`config.mk`:
```
export PLATFORM = sky130hd
export DESIGN_NAME = clear_seq_ctrl
export DESIGN_NICKNAME = d
export VERILOG_FILES = /design/src/rtl/clear_seq_ctrl.sv
export SDC_FILE = /design/constraint.sdc
export NUM_CORES = 1
export LEC_CHECK = 0
export BUFFER_PORTS_ARGS = -buffer_cell sky130_fd_sc_hd__buf_2
export CORE_MARGIN = 2
export CORE_UTILIZATION = 45
export CTS_CLUSTER_DIAMETER = 200
export DETAILED_ROUTE_END_ITERATION = 16
export PLACE_DENSITY = 0.66
export REMOVE_ABC_BUFFERS = 1
export SLEW_MARGIN = 20
export SYNTH_ARGS = -nofsm -noshare
export SYNTH_HDL_FRONTEND = slang
export SYNTH_SLANG_ARGS = --single-unit
```
`constraint.sdc`:
```
create_clock -name clk -period 2.2 [get_ports clk]
set_input_delay 0.11 -clock clk [delete_from_list [all_inputs] [get_ports clk]]
set_output_delay 0.11 -clock clk [all_outputs]
set_load 0.01 [all_outputs]
```
`src/rtl/clear_seq_ctrl.sv`:
```
// Clear controller for the calculator core: debounces the C/AC button code
// and sequences entry/accumulator/display clears over a req/ack handshake.
module clear_seq_ctrl #(
    parameter int DEB_CYCLES = 4,
    parameter int TO_CYCLES  = 255
) (
    input  logic       clk,
    input  logic       rst,
    input  logic       sel,
    input  logic [1:0] btn_code,
    input  logic       core_ack,
    output logic       clr_req,
    output logic [1:0] clr_op,
    output logic       busy,
    output logic       done,
    output logic       err
);

    typedef enum logic [1:0] {
        S_IDLE,
        S_ISSUE,
        S_GAP,
        S_DONE
    } state_t;

    localparam logic [3:0] DEB_MAX = 4'(DEB_CYCLES);
    localparam logic [7:0] TO_LAST = 8'(TO_CYCLES - 1);
    localparam logic [1:0] OP_ENTRY = 2'b01;
    localparam logic [1:0] OP_DISP  = 2'b11;

    logic [1:0] sample_q;
    logic [3:0] debCnt_q, debCnt_d;
    logic       armed_q, armed_d;
    logic       stable, pressEv, pressAc;

    state_t     state_q, state_d;
    logic [1:0] op_q, op_d;
    logic       isAc_q, isAc_d;
    logic       pendingAc_q, pendingAc_d;
    logic [7:0] toCnt_q, toCnt_d;
    logic       err_q, err_d;

    // Debounce: a code counts as stable once DEB_CYCLES identical samples are seen;
    // a press fires once per stable non-zero code and re-arms on a stable release.
    always_comb begin
        debCnt_d = 4'd1;
        if (btn_code == sample_q) begin
            debCnt_d = (debCnt_q == DEB_MAX) ? debCnt_q : debCnt_q + 4'd1;
        end
        stable  = (debCnt_q == DEB_MAX);
        pressEv = stable && (sample_q != 2'b00) && armed_q && sel;
        pressAc = pressEv && sample_q[0];
        armed_d = armed_q;
        if (stable && (sample_q == 2'b00)) begin
            armed_d = 1'b1;
        end else if (pressEv) begin
            armed_d = 1'b0;
        end
    end

    always_comb begin
        state_d     = state_q;
        op_d        = op_q;
        isAc_d      = isAc_q;
        pendingAc_d = pendingAc_q;
        toCnt_d     = toCnt_q;
        err_d       = err_q;

        if (pressAc && (state_q != S_IDLE) && !isAc_q) begin
            pendingAc_d = 1'b1;
        end

        case (state_q)
            S_IDLE: begin
                op_d = 2'b00;
                if (pressEv) begin
                    state_d = S_ISSUE;
                    op_d    = OP_ENTRY;
                    isAc_d  = pressAc;
                    toCnt_d = 8'd0;
                end
            end
            S_ISSUE: begin
                toCnt_d = toCnt_q + 8'd1;
                if (core_ack) begin
                    state_d = (isAc_q && (op_q != OP_DISP)) ? S_GAP : S_DONE;
                end else if (toCnt_q == TO_LAST) begin
                    state_d     = S_IDLE;
                    op_d        = 2'b00;
                    err_d       = 1'b1;
                    pendingAc_d = 1'b0;
                end
            end
            S_GAP: begin
                state_d = S_ISSUE;
                op_d    = op_q + 2'd1;
                toCnt_d = 8'd0;
            end
            S_DONE: begin
                // An AC arriving in this very cycle is honoured the same as a queued one.
                if (pendingAc_q || (pressAc && !isAc_q)) begin
                    state_d     = S_ISSUE;
                    op_d        = OP_ENTRY;
                    isAc_d      = 1'b1;
                    pendingAc_d = 1'b0;
                    toCnt_d     = 8'd0;
                end else begin
                    state_d = S_IDLE;
                    op_d    = 2'b00;
                end
            end
            default: begin
                state_d = S_IDLE;
                op_d    = 2'b00;
            end
        endcase
    end

    always_ff @(posedge clk or negedge rst) begin
        if (!rst) begin
            sample_q    <= 2'b00;
            debCnt_q    <= 4'd0;
            armed_q     <= 1'b1;
            state_q     <= S_IDLE;
            op_q        <= 2'b00;
            isAc_q      <= 1'b0;
            pendingAc_q <= 1'b0;
            toCnt_q     <= 8'd0;
            err_q       <= 1'b0;
        end else begin
            sample_q    <= btn_code;
            debCnt_q    <= debCnt_d;
            armed_q     <= armed_d;
            state_q     <= state_d;
            op_q        <= op_d;
            isAc_q      <= isAc_d;
            pendingAc_q <= pendingAc_d;
            toCnt_q     <= toCnt_d;
            err_q       <= err_d;
        end
    end

    assign clr_req = (state_q == S_ISSUE);
    assign clr_op  = op_q;
    assign busy    = (state_q != S_IDLE);
    assign done    = (state_q == S_DONE);
    assign err     = err_q;

endmodule

```
==> After elaboration in Yosys (flattened, before gate mapping) <==
Cells that the tools add are included.
{ "word_totals": {"wordCells": 72, "input_bits": 6, "output_inout_bits": 6, "reg_bits": 22} }
{ "op_classes": {"eq_ne": 13, "n_bitwise": 1, "n_addsub": 3, "mux": 24, "n_reduce_logical": 22} }
{ "op_table": {"columns": ["cell", "n"], "rows": [
  ["8-bit case mux with 4 select lines", 1],
  ["8-bit 2-to-1 mux", 2],
  ["2-bit case mux with 4 select lines", 2],
  ["1-bit 2-to-1 mux", 11],
  ["1-bit logical AND", 9],
  ["8-bit by 1-bit adder with 8-bit output, second input constant", 1],
  ["8-bit == test, second input constant", 1],
  ["2-bit 2-to-1 mux", 4],
  ["4-bit 2-to-1 mux", 2],
  ["2-bit inequality test, second input constant", 4],
  ["2-bit nonzero test", 4],
  ["2-bit AND reduction", 3],
  ["3-bit AND reduction", 2],
  ["4-bit by 1-bit adder with 4-bit output, second input constant", 1],
  ["2-bit == test, second input constant", 2],
  ["4-bit by 3-bit == test with 1-bit output, second input constant", 1],
  ["2-bit logical NOT", 2],
  ["2-bit by 1-bit inequality test with 1-bit output, second input constant", 2],
  ["1-bit case mux with 2 select lines", 2],
  ["3-bit by 2-bit inequality test with 1-bit output, second input constant", 1],
  ["2-bit by 1-bit adder with 2-bit output, second input constant", 1],
  ["2-bit by 1-bit == test with 1-bit output, second input constant", 1],
  ["2-bit == test", 1],
  ["1-bit logical NOT", 1],
  ["other kinds (2)", 2]
]} }

==> Depth between registers and ports, before layout <==
{ "depth": {"ltp_word": 11, "mapped_depth": 8, "depth_no_buf": 6} }

==> Worst setup path after synthesis <==
Ideal clock, no wire load.
{ "synth_path": {"path_kind": "register to register", "start": "reg debCnt_q[0]", "end": "reg toCnt_q[4]", "synth_period_minus_slack_ns": 1.794, "setup_slack_ns": 0.406, "path_buffers": 2, "setup_time_ns": 0.078, "path_stages_with_launch": 9, "arrival_ns": 1.716, "cell_sequence": "dfrtp_1 > inv_1 > ha_1 > and3b_1 > buf_6 > a21oi_4 > buf_6 > or4_1 > a21oi_1"} }
{ "synth_between": {"elab_chain_len": 9, "elab_cells_between_ends": 10} }
{ "synth_lines": {"columns": ["item", "line_no", "rtl"], "rows": [
  ["start: declaration", "32", "logic [3:0] debCnt_q, debCnt_d;"],
  ["start signal: assignment", "132", "debCnt_q <= debCnt_d;"],
  ["4-bit by 3-bit == test with 1-bit output (*)", "50", "stable = (debCnt_q == DEB_MAX);"],
  ["1-bit logical AND (*) (3 in series)", "51", "pressEv = stable && (sample_q != 2'b00) && armed_q && sel;"],
  ["1-bit logical AND", "52", "pressAc = pressEv && sample_q[0];"],
  ["1-bit logical AND", "101", "if (pendingAc_q || (pressAc && !isAc_q)) begin"],
  ["1-bit logical OR", "101", null],
  ["2-bit by 1-bit inequality test with 1-bit output (no source line)", null, null],
  ["2-bit AND reduction (no source line) (*)", null, null],
  ["end signal: assignment", "138", "toCnt_q <= toCnt_d;"],
  ["end: declaration", "40", "logic [7:0] toCnt_q, toCnt_d;"]
]} }
Mark *: on every way between the ends. The rest lies on a longest branch, timed or not.
A chain may end at the register's enable or synchronous reset.

==> Worst setup path after layout <==
{ "layout_path": {"start": "reg debCnt_q[0]", "end": "reg toCnt_q[6]"} }
Same word-level chain as after synthesis.

==> Flow_metrics.wiki <==
{| class="wikitable"
! Metric !! Value
|-
| Number of clock sinks seen by CTS || 22
|-
| Starting utilization of the core area || 0.460
|-
| Total wire length || 2460 µm
|-
| Area taken by multi-input logic gates || a little over 600 µm²
|-
| Global-route usage over all layers || 0.169
|-
| Pre-Repair DR Iteration Count || 4
|-
| Number of max-cap violations || 0
|-
| Wire per inst || 14.2 µm
|-
| Pin count of the biggest net entering global routing || 23
|-
| Static leakage || 0.000625 µW
|-
| Violation count after the first detailed-routing iteration || 23
|-
| Arrival time of data at the critical path endpoint || 2.28 ns
|-
| Hold Fails Final Rpt || 0
|-
| Synthesized flop and latch total || 22
|-
| FFs w/ async S/R, synth || 1.00
|-
| Leading register cell type out of synthesis || dfrtp_1
|-
| Data required time of the critical path || 2.44 ns
|-
| Core Footprint || 2690 µm²
|-
| Half-perimeter wire length after detailed placement || between 1500 and 2000 µm
|-
| Ranking of synthesized cells by instance count || dfrtp_1 (21), nand2_1 (17), a21oi_1 (9), inv_1 (9), nand3_1 (9)
|-
| Cell depth of the worst min-delay path || 2
|-
| Top-level port count || 12
|-
| Grt ovf || 0
|-
| Min Tclk post-route || 2.04 ns
|-
| Number of standard cells after synthesis || 127
|-
| Setup-failing EPs final || 0
|-
| Total power density per cell area || around 860 nW/µm²
|-
| Worst-path maximum fanout || 13
|-
| Antenna violation net count after detailed routing || 0
|-
| FF/Latch Area || 552 µm²
|-
| Area growth from synthesis to layout || 9.72%
|-
| Die ar. || between 3000 and 4000 µm²
|-
| Number of unique standard cell types used by synthesis || 39
|-
| Number of synthesized flops with an enable pin || 0
|-
| Clk Latency, worst-skew pair || approximately 0.31 ns
|-
| Gates resized, CTS repair || 0
|-
| Relative slew slack || 0.665
|-
| Top cell type's share of synthesized area || 0.425
|-
| CTS tree || built
|-
| RSZ-0062 raised after global routing || no
|-
| Count of warnings emitted by yosys || 0
|-
| Worst setup SP type || flop
|-
| Die width || 56.4 µm
|-
| Share of the clock period used by the worst path || 0.926
|-
| Critical path capture point type || flop
|-
| Max Clk Rate || slightly below 0.5 GHz
|-
| Max clock buf depth || 2
|-
| Reg-to-reg setup timing slack || about 0.16 ns
|-
| Post-Synthesis Mean Instance Area || 9.73 µm²
|-
| Post-CTS clock slew at the launch and capture registers of the worst setup and hold paths || 0.12 ns
|-
| Synth top area cells || dfrtp_1 (43%), nand2_1 (5.2%), ha_1 (5.1%)
|-
| CTS root buffer || clkbuf_4
|-
| Antenna violations before repair || 0
|-
| Most numerous cell in the Yosys netlist || dfrtp_1
|-
| Actual slew at the worst max-slew pin || between 0.5 and 0.6 ns
|-
| Share of the yosys chip area belonging to registers || 0.446
|-
| Final sum of negative setup slack || 0 ns
|-
| Number of standard-cell rows in the floorplan || 19
|-
| Num CTS Buffers || 3
|-
| Kind of critical path || reg2reg
|-
| Post-layout nets || between 150 and 200
|-
| Outcome || finished clean
|-
| Port bufs || 11
|-
| Filler instances || 259
|-
| Design Power || 1170 µW
|-
| Final Hold Slack || 0.0434 ns
|-
| Number of slew-limit violations in the final report || 0
|-
| Vias after detailed routing || 1013
|-
| Per-cell via count in the routed design || 5.86
|-
| Max IR drop VDD || approximately 0.57 mV
|-
| R2R depth || 7
|-
| Post-detailed-route DRC marker count || 0
|-
| Path category of the worst min-delay check || in2reg
|-
| Placer Congestion || around 0.77
|-
| Clock H-tree levels || 1
|-
| Yosys top cell by area || dfrtp_1
|-
| Cell area after synthesis || 1240 µm²
|-
| Number of global-route vias before repair || 967
|-
| ANT cells || 0
|-
| Global-route wire length before repair || between 4000 and 5000 µm
|-
| Layout cells sized above 1 || 0.155
|-
| Height of the chip || 56.4 µm
|-
| Setup skew after layout || 0.00963 ns
|}
==> worst paths after layout <==
kind	from	end
worst max-delay path	debCnt_q[0]$_DFFE_PN0P_	toCnt_q[6]$_DFFE_PN0P_
worst min-delay path	core_ack	err$_DFFE_PN0P_
worst max register to register	debCnt_q[0]$_DFFE_PN0P_	toCnt_q[6]$_DFFE_PN0P_
worst min register to register	err$_DFFE_PN0P_	err$_DFFE_PN0P_
max in group asynchronous	rst	armed_q$_DFFE_PN1P_
min in group asynchronous	rst	toCnt_q[4]$_DFFE_PN0P_
==> cell usage in the layout, fill, tap and decap left out, types with 2 or more instances in the layout <==
cell type,Yosys,final
dfrtp_1,21,21
nand2_1,17,17
buf_2,0,11
inv_1,9,9
nand3_1,9,9
a21oi_1,9,9
o21ai_0,6,6
o31ai_1,5,5
ha_1,5,5
nand3b_1,4,4
or4_1,4,4
xnor2_1,4,4
clkbuf_4,0,3
dlygate4sd3_1,0,3
nor2b_1,2,2
a22oi_1,2,2
nor4_1,2,2
mux2i_1,2,2
buf_4,1,2
==> logic make-up (layout without fill, tap and decap cells) <==
family | after synthesis | in the layout | synth area share
AND/OR/NAND/NOR | 48 | 48 | 0.215
AO/OA/AOI/OAI | 30 | 30 | 0.164
flip-flops | 22 | 22 | 0.446
buffers and inverters | 14 | 29 | 0.0638
adder cells (fa/ha/maj) | 5 | 5 | 0.0506
XOR/XNOR | 5 | 5 | 0.0354
multiplexers | 3 | 3 | 0.0253
==> state kept, by name, summed over array words and instances (netlist names) <==
register / count
toCnt_q: 8
debCnt_q: 4
clr_op: 2
sample_q: 2
state_q: 2
armed_q: 1
err: 1
isAc_q: 1
pendingAc_q: 1
==> worst max-delay path: stages, from the launching register on <==
cell and delay [ns]:
dfrtp_1 0.42, inv_1 0.10, ha_1 0.19, and3b_1 0.34, a211oi_1 0.12, buf_4 0.19, or4_1 0.47, a21oi_1 0.15
==> cell type report <==
| type | instances | share of cell area |
|---|---|---|
| multi-input cells | 91 | 0.446 |
| flip-flops and latches | 22 | 0.407 |
| repair buffers | 16 | 0.0738 |
| well taps | 31 | 0.0286 |
| inverters | 9 | 0.0249 |
| clock buffers | 4 | 0.0194 |
==> through the flow <==
step	util	area (µm²)	worst slack, ns	cells
floorplan	-	1190	0.142	122
global placement	0.484	1300	0.284	166
CTS	0.505	1360	0.158	173
finish	0.505	1360	0.163	173
detailed placement	0.484	1300	0.185	166
global route	0.505	1360	0.0570	173
==> report_power, final <==
part	switching, µW	leakage, µW	internal [µW]
registers	106	0.000280	479
logic	233	0.000330	164
clock network	119	0.0000150	70.8
==> per-layer routing <==
metal,global-route usage,part of all wire
met5,0,0
met4,0.0510,0.011
met3,0.0346,0.041
met2,0.287,0.49
met1,0.217,0.46
==> timing repair <==
item	4_1_cts	5_1_grt
hold endpoints to repair	23	0
buffers inserted	0	0
hold buffers	3	0
(Power assumes the default switching activity.)
